[config.mk]
export PLATFORM = sky130hd
export DESIGN_NAME = mem_port_arbiter_flat
export DESIGN_NICKNAME = d
export VERILOG_FILES = /design/src/rtl/mem_port_arbiter_if.sv /design/src/rtl/mem_port_arbiter.sv /design/src/flat_wrapper.sv
export SDC_FILE = /design/constraint.sdc
export NUM_CORES = 1
export LEC_CHECK = 0
export BUFFER_PORTS_ARGS = -buffer_cell sky130_fd_sc_hd__buf_2
export CAP_MARGIN = 30
export CORE_ASPECT_RATIO = 0.75
export CORE_UTILIZATION = 30
export DETAILED_ROUTE_END_ITERATION = 16
export GPL_ROUTABILITY_DRIVEN = 0
export PLACE_DENSITY = 0.78
export SLEW_MARGIN = 30
export SYNTH_ARGS = -nofsm -noshare
export SYNTH_HDL_FRONTEND = slang
export SYNTH_SLANG_ARGS = --single-unit
[constraint.sdc]
create_clock -name clk -period 2 [get_ports clk]
set_input_delay 0.4 -clock clk [delete_from_list [all_inputs] [get_ports clk]]
set_output_delay 0.4 -clock clk [all_outputs]
set_load 0.01 [all_outputs]
[src/rtl/mem_port_arbiter_if.sv]
// Request, grant, return and memory-command signals shared by the fetch port,
// the data port and the single-ported memory.
interface mem_port_arbiter_if;
    logic        f_req;
    logic [14:0] f_addr;
    logic        f_flush;
    logic        f_gnt;
    logic        f_rvalid;
    logic [15:0] f_rdata;

    logic        d_req;
    logic        d_we;
    logic [14:0] d_addr;
    logic [15:0] d_wdata;
    logic        d_gnt;
    logic        d_rvalid;
    logic [15:0] d_rdata;

    logic        mem_ren;
    logic        mem_wen;
    logic [14:0] mem_addr;
    logic [15:0] mem_wdata;
    logic [15:0] mem_rdata;

    // Handshake: a request is taken in the same cycle its gnt is high.
    // Requesters hold req/addr/wdata until that cycle. Read data arrives as a
    // one-cycle rvalid pulse with no backpressure.
    modport slave (
        input  f_req, f_addr, f_flush, d_req, d_we, d_addr, d_wdata, mem_rdata,
        output f_gnt, f_rvalid, f_rdata, d_gnt, d_rvalid, d_rdata,
        output mem_ren, mem_wen, mem_addr, mem_wdata
    );

    modport master (
        output f_req, f_addr, f_flush, d_req, d_we, d_addr, d_wdata, mem_rdata,
        input  f_gnt, f_rvalid, f_rdata, d_gnt, d_rvalid, d_rdata,
        input  mem_ren, mem_wen, mem_addr, mem_wdata
    );
endinterface

[src/rtl/mem_port_arbiter.sv]
// Arbitrates one single-ported memory between instruction fetch and the data
// stage, and routes returning read data to whoever issued the read.
module mem_port_arbiter #(
    parameter int RD_LATENCY = 2,
    parameter int STARVE_MAX = 4
) (
    input  logic               clk,
    input  logic               rst_n,
    mem_port_arbiter_if.slave  bus
);

    localparam logic [3:0] STARVE_LIM = 4'(STARVE_MAX);

    logic [3:0]            starve_cnt;
    logic [RD_LATENCY-1:0] pipe_v;
    logic [RD_LATENCY-1:0] pipe_f;
    logic                  f_gnt_c;
    logic                  d_gnt_c;
    logic                  rd_issue;
    logic                  out_fetch;
    logic                  out_data;

    // Data normally wins; fetch is forced through once it has waited out its quota.
    always_comb begin
        f_gnt_c = rst_n && bus.f_req && (!bus.d_req || (starve_cnt == STARVE_LIM));
        d_gnt_c = rst_n && bus.d_req && !f_gnt_c;
        rd_issue = f_gnt_c || (d_gnt_c && !bus.d_we);
    end

    always_comb begin
        bus.f_gnt     = f_gnt_c;
        bus.d_gnt     = d_gnt_c;
        bus.mem_ren   = 1'b0;
        bus.mem_wen   = 1'b0;
        bus.mem_addr  = 15'd0;
        bus.mem_wdata = 16'd0;
        if (d_gnt_c) begin
            bus.mem_addr  = bus.d_addr;
            bus.mem_wdata = bus.d_wdata;
            bus.mem_wen   = bus.d_we;
            bus.mem_ren   = !bus.d_we;
        end else if (f_gnt_c) begin
            bus.mem_addr = bus.f_addr;
            bus.mem_ren  = 1'b1;
        end
    end

    // A flush also kills a fetch return sitting at the output stage this cycle.
    always_comb begin
        out_fetch    = pipe_v[RD_LATENCY-1] && pipe_f[RD_LATENCY-1] && !bus.f_flush;
        out_data     = pipe_v[RD_LATENCY-1] && !pipe_f[RD_LATENCY-1];
        bus.f_rvalid = out_fetch;
        bus.d_rvalid = out_data;
        bus.f_rdata  = out_fetch ? bus.mem_rdata : 16'd0;
        bus.d_rdata  = out_data  ? bus.mem_rdata : 16'd0;
    end

    always_ff @(posedge clk or negedge rst_n) begin
        if (!rst_n) begin
            pipe_v     <= '0;
            pipe_f     <= '0;
            starve_cnt <= 4'd0;
        end else begin
            for (int i = RD_LATENCY - 1; i > 0; i--) begin
                pipe_v[i] <= pipe_v[i-1] && !(bus.f_flush && pipe_f[i-1]);
                pipe_f[i] <= pipe_f[i-1];
            end
            // The fetch granted alongside a flush is the redirect target and survives.
            pipe_v[0] <= rd_issue;
            pipe_f[0] <= f_gnt_c;

            if (f_gnt_c || !bus.f_req) begin
                starve_cnt <= 4'd0;
            end else if (d_gnt_c && (starve_cnt != STARVE_LIM)) begin
                starve_cnt <= starve_cnt + 4'd1;
            end
        end
    end

endmodule

[src/flat_wrapper.sv]
// flat-port wrapper written by rule: the top's interface ports become plain ports
module mem_port_arbiter_flat 
#(
    parameter int RD_LATENCY = 2,
    parameter int STARVE_MAX = 4
)
  (clk, rst_n, bus_f_req, bus_f_addr, bus_f_flush, bus_d_req, bus_d_we, bus_d_addr, bus_d_wdata, bus_mem_rdata, bus_f_gnt, bus_f_rvalid, bus_f_rdata, bus_d_gnt, bus_d_rvalid, bus_d_rdata, bus_mem_ren, bus_mem_wen, bus_mem_addr, bus_mem_wdata);
  mem_port_arbiter_if bus_i ();
  input  logic clk;
  input  logic rst_n;
  input wire logic [$bits(bus_i.f_req)-1:0] bus_f_req;
  input wire logic [$bits(bus_i.f_addr)-1:0] bus_f_addr;
  input wire logic [$bits(bus_i.f_flush)-1:0] bus_f_flush;
  input wire logic [$bits(bus_i.d_req)-1:0] bus_d_req;
  input wire logic [$bits(bus_i.d_we)-1:0] bus_d_we;
  input wire logic [$bits(bus_i.d_addr)-1:0] bus_d_addr;
  input wire logic [$bits(bus_i.d_wdata)-1:0] bus_d_wdata;
  input wire logic [$bits(bus_i.mem_rdata)-1:0] bus_mem_rdata;
  output wire logic [$bits(bus_i.f_gnt)-1:0] bus_f_gnt;
  output wire logic [$bits(bus_i.f_rvalid)-1:0] bus_f_rvalid;
  output wire logic [$bits(bus_i.f_rdata)-1:0] bus_f_rdata;
  output wire logic [$bits(bus_i.d_gnt)-1:0] bus_d_gnt;
  output wire logic [$bits(bus_i.d_rvalid)-1:0] bus_d_rvalid;
  output wire logic [$bits(bus_i.d_rdata)-1:0] bus_d_rdata;
  output wire logic [$bits(bus_i.mem_ren)-1:0] bus_mem_ren;
  output wire logic [$bits(bus_i.mem_wen)-1:0] bus_mem_wen;
  output wire logic [$bits(bus_i.mem_addr)-1:0] bus_mem_addr;
  output wire logic [$bits(bus_i.mem_wdata)-1:0] bus_mem_wdata;
  assign bus_i.f_req = bus_f_req;
  assign bus_i.f_addr = bus_f_addr;
  assign bus_i.f_flush = bus_f_flush;
  assign bus_i.d_req = bus_d_req;
  assign bus_i.d_we = bus_d_we;
  assign bus_i.d_addr = bus_d_addr;
  assign bus_i.d_wdata = bus_d_wdata;
  assign bus_i.mem_rdata = bus_mem_rdata;
  assign bus_f_gnt = bus_i.f_gnt;
  assign bus_f_rvalid = bus_i.f_rvalid;
  assign bus_f_rdata = bus_i.f_rdata;
  assign bus_d_gnt = bus_i.d_gnt;
  assign bus_d_rvalid = bus_i.d_rvalid;
  assign bus_d_rdata = bus_i.d_rdata;
  assign bus_mem_ren = bus_i.mem_ren;
  assign bus_mem_wen = bus_i.mem_wen;
  assign bus_mem_addr = bus_i.mem_addr;
  assign bus_mem_wdata = bus_i.mem_wdata;
  mem_port_arbiter #(.RD_LATENCY(RD_LATENCY), .STARVE_MAX(STARVE_MAX)) u_core (.clk(clk), .rst_n(rst_n), .bus(bus_i));
endmodule
== Word level (Yosys, flattened, before mapping) ==
Cells that the tools add are included.
W data, S select, Z words.

* Add/sub/neg operators: 1
* Mux-type cells: 10
* Reductions and logical operators: 22
* Equal/unequal tests: 2

{| class="wikitable"
|+ Operator list
! kind !! number
|-
| $mux W16 || 3
|-
| $mux W15 || 2
|-
| $logic_and A1 B1 Y1 || 11
|-
| $mux W4 || 2
|-
| $logic_not A1 Y1 || 7
|-
| $add A4 B1 Y4 const B || 1
|-
| $eq A4 B3 Y1 const B || 1
|-
| $ne A4 B3 Y1 const B || 1
|-
| $logic_or A1 B1 Y1 || 3
|-
| $mux W1 || 3
|-
| $reduce_bool A2 Y1 || 1
|}

* Bits in registers: 8
* Output and inout port bits: 69

== Logic depth before layout (Yosys ltp) ==
* Depth in word-level cells: 8
* Mapped depth: 6

== Worst setup path after synthesis ==
Ideal clock, no wire load.

* Path kind: register -> output
* Start point: register u_core.starve_cnt[0]
* End point: output bus_mem_addr[10]
* Arrival time: 1342 ps
* Required time: 1600 ps
* Path slack: 258 ps
* Stages on the path, launching flop included: 7
* Buffers on the path: 1
* Cell sequence: dfrtp_1 -> inv_1 -> ha_1 -> nand3b_4 -> a21oi_4 -> buf_6 -> a22o_1

* Cells in the longest elaborated chain, start to end: 6

{| class="wikitable"
|+ Ends and longest elaborated chain
! what !! line !! RTL
|-
| from (decl) || mem_port_arbiter.sv:14 || <nowiki>logic [3:0] starve_cnt;</nowiki>
|-
| from (signal assigned) || mem_port_arbiter.sv:75 || <nowiki>starve_cnt <= starve_cnt + 4'd1;</nowiki>
|-
| $eq A4 B3 Y1 (*) || mem_port_arbiter.sv:25 || <nowiki>f_gnt_c = rst_n && bus.f_req && (!bus.d_req || (starve_cnt == STARVE_LIM));</nowiki>
|-
| $logic_or A1 B1 Y1 (*) || mem_port_arbiter.sv:25 ||
|-
| $logic_and A1 B1 Y1 (*) || mem_port_arbiter.sv:25 ||
|-
| net bus_f_gnt || flat_wrapper.sv:19 || <nowiki>output wire logic [$bits(bus_i.f_gnt)-1:0] bus_f_gnt;</nowiki>
|-
| $logic_not A1 Y1 || mem_port_arbiter.sv:26 || <nowiki>d_gnt_c = rst_n && bus.d_req && !f_gnt_c;</nowiki>
|-
| $logic_and A1 B1 Y1 || mem_port_arbiter.sv:26 ||
|-
| $mux W15 (*) || mem_port_arbiter.sv:37 || <nowiki>if (d_gnt_c) begin</nowiki>
|-
| to (decl) || flat_wrapper.sv:27 || <nowiki>output wire logic [$bits(bus_i.mem_addr)-1:0] bus_mem_addr;</nowiki>
|}

Mark *: on every way through the listed nets, which the timed path passes. The rest lies on a longest branch.

== Worst setup path in the final report ==
* Start point: register u_core.starve_cnt[1]
* End point: output bus_mem_addr[10]

* Cells in the longest elaborated chain, start to end: 6

{| class="wikitable"
|+ Ends and longest elaborated chain
! what !! line
|-
| $eq A4 B3 Y1 (*) || mem_port_arbiter.sv:25
|-
| $logic_or A1 B1 Y1 (*) || mem_port_arbiter.sv:25
|-
| $logic_and A1 B1 Y1 (*) || mem_port_arbiter.sv:25
|-
| $logic_not A1 Y1 || mem_port_arbiter.sv:26
|-
| $logic_and A1 B1 Y1 || mem_port_arbiter.sv:26
|-
| $mux W15 (*) || mem_port_arbiter.sv:37
|}

Every way passes the cells marked *; elsewhere a longest branch is shown, timed or not.

==> results.toml <==
[cells_and_area]
final_common_cell = "buf_2"
fin_util_pct = 66.6
n_antenna_cell = 0
nets = 334
area_delta_synth_final_pct = 110
drive_above_1_share_pct = 66.4
layout_common_cells = "buf_2, and2_1, a22o_1, buf_6, buf_4"
fillers = 243

[grt]
grt_first_pass_wirelength_mm = 5.89
antenna_found_initial = 0
grt_pass1_vias = 1293
grt_max_degree = 18
grtUsageTotal_pct = 23.7
grt_overflow_total = 0

[worst_setup_path]
ff2ff_setup_slack_ns = 0.43
start_kind = "flip-flop"
crit_path_max_fanout = 6
crit_family = "compound AO/OA/AOI/OAI gates"
cp.buffers_inverters = 3
arrival_ns = 1.66
path_class = "reg2out"
rr_worst_depth = 8
worst-path-stages = 7
crit_path_max_incr_delay_ns = 0.38
crit_required_ns = 1.60
crit_slowest_cell = "dfrtp_1"
worst_setup_path_end_kind = "primary output"
crit_chain = "inv_2 -> ha_4 -> nand3b_4 -> buf_6 -> o21ba_4 -> a22o_1 -> buf_2"

[clock_tree]
cts_sinks = 8
path_clk_slew_ns = 0.04
clk_latency_ns = 0.23
h-tree-depth = 1
root_buffer = "clkbuf_8"
cts_tree = "built"
cts_buffer_depth = 2
cts_buffers = 3

[route]
dr_total_vias = 1436
drt-pass1-iter-count = 4
wl_mm = 4.00
first_iter_violations = 33
drc_errors = 0
routedWlPerCell_um = 13.3
via_per_inst = 4.79
drtAntennaViolNets = 0

[synthesis]
yosysTopAreaCell = "and2_1"
yosys_warnings = 0
syn_avg_cell_area_um2 = 8.53
yosysSeqAreaShare_pct = 21.5
synth_cells = 109
ys_ff_latch = 8
netlist_top_cells_area = "and2_1, dfrtp_1, a22o_1"
synthesis.area_um2 = 930
synth_cell_types = 27
yosysTopAreaCellShare_pct = 33.0
synth.net_count = 179

[timing]
finalWorstSetupSlack_ns = -0.0589
rsz0062_at_grt = "yes"
final_max_slew_viol_count = 0
fin_worst_skew_ns = 0.00148
setup_violations = 28
clock.fmax_mhz = 486
finalCriticalPeriod_ns = 2.06
hold_violations = 0
worst_slew_pin_slew_ns = 0.304
slew_headroom_pct = 79.7
setup_tns_ns = -0.819
timing.final.crit_share_pct = 103

[die]
num_io_pins = 137
fp.dieH_um = 50.2
initial_core_util_pct = 31.7
core_um2 = 2940
row_count = 17
die-area_um2 = 3330
die_w_um = 66.3

[placed_design]
hpwlAfterDp_mm = 2.81
io_buffers = 136

[status]
status = "finished, violations left"
violations = "setup timing"

[power]
power_density_nw_per_um2 = 334
peakVddDrop_uv = 207
p_leak_uw = 0.00117

[flow_run]
maxCapViolCount = 0

[hold_path]
hp-class = "in2async"
## cell type report
class                      instances  area, µm²  area share [%]
inverter                           3       11.3           0.576
sequential                         8        200            10.2
tap                               38       47.5            2.43
clock buffer                       3       41.3            2.11
multi-input combinational         95        744            38.1
timing repair buffer             153        911            46.6
## metal layers
metal,GRT usage [%],vias up,wire length (µm)
li1,-,696,-
met1,25.0,653,1430
met2,46.1,83,2190
met3,5.23,4,347
met4,7.45,0,34
met5,0,-,0
## power breakdown
| group | total [µW] | internal [µW] | switching [µW] |
|---|---|---|---|
| clock network | 194 | 130 | 63.3 |
| registers | 171 | 169 | 2.69 |
| logic | 288 | 160 | 128 |
## what timing repair did
action                                  CTS  global route
hold buffers                              1             0
gates cloned                              6             0
endpoints found under the setup margin   33            34
pin swaps                                 4             7
hold endpoints to repair                  1             0
setup buffers                             9             2
resized for setup                        14            12
## Yosys cell counts
library cell	count
a21oi_4	1
clkbuf_1	2
dfrtp_1	8
nand3_1	3
nand2_1	4
a21boi_0	1
nor2b_1	1
o41ai_1	1
a31oi_1	1
a22o_2	3
inv_1	3
buf_6	4
ha_1	2
a41oi_1	1
nor2_1	1
o21ba_4	1
nand3b_4	1
and3b_1	1
and2_1	49
o32ai_1	1
o21bai_1	2
buf_2	1
nand4b_1	2
nand2_2	1
a22o_1	12
o22ai_1	1
or2b_1	1
## final timing paths
check	startpoint	end
worst max register to register	u_core.starve_cnt[1]$_DFFE_PN0P_	u_core.starve_cnt[3]$_DFFE_PN0P_
max in group asynchronous	rst_n	u_core.starve_cnt[3]$_DFFE_PN0P_
worst min register to register	u_core.pipe_f[0]$_DFF_PN0_	u_core.pipe_f[1]$_DFF_PN0_
worst max-delay path	u_core.starve_cnt[1]$_DFFE_PN0P_	bus_mem_addr[10]
min in group clk	u_core.pipe_f[0]$_DFF_PN0_	u_core.pipe_f[1]$_DFF_PN0_
worst min-delay path	rst_n	u_core.starve_cnt[0]$_DFFE_PN0P_
## state kept, by name, indices dropped and copies added, names as in the netlist
| name | cells |
|---|---|
| u_core.pipe_f | 2 |
| u_core.starve_cnt | 4 |
| u_core.pipe_v | 2 |
## per-stage QoR
step                      setup WS [ns]  hold slack, ns  cell area, µm²  std cells  total power [µW]
after floorplan                   0.258           0.104             930        109               283
after global placement            0.167           0.211            1640        280               408
after detailed placement          0.118           0.208            1640        280               411
after CTS                       -0.0260           0.159            1910        299               643
after global routing            -0.0994           0.165            1960        300               694
final                           -0.0589           0.161            1960        300               653
## logic make-up (layout without fill, tap and decap cells)
group	after synthesis	count (layout)	synth area share, %
buf+inv	10	159	7.40
simple gates	64	64	43.7
flops	8	8	21.5
compound gates	25	29	24.6
fa+ha+maj	2	2	2.69
Power figures use the tool's default switching activity.
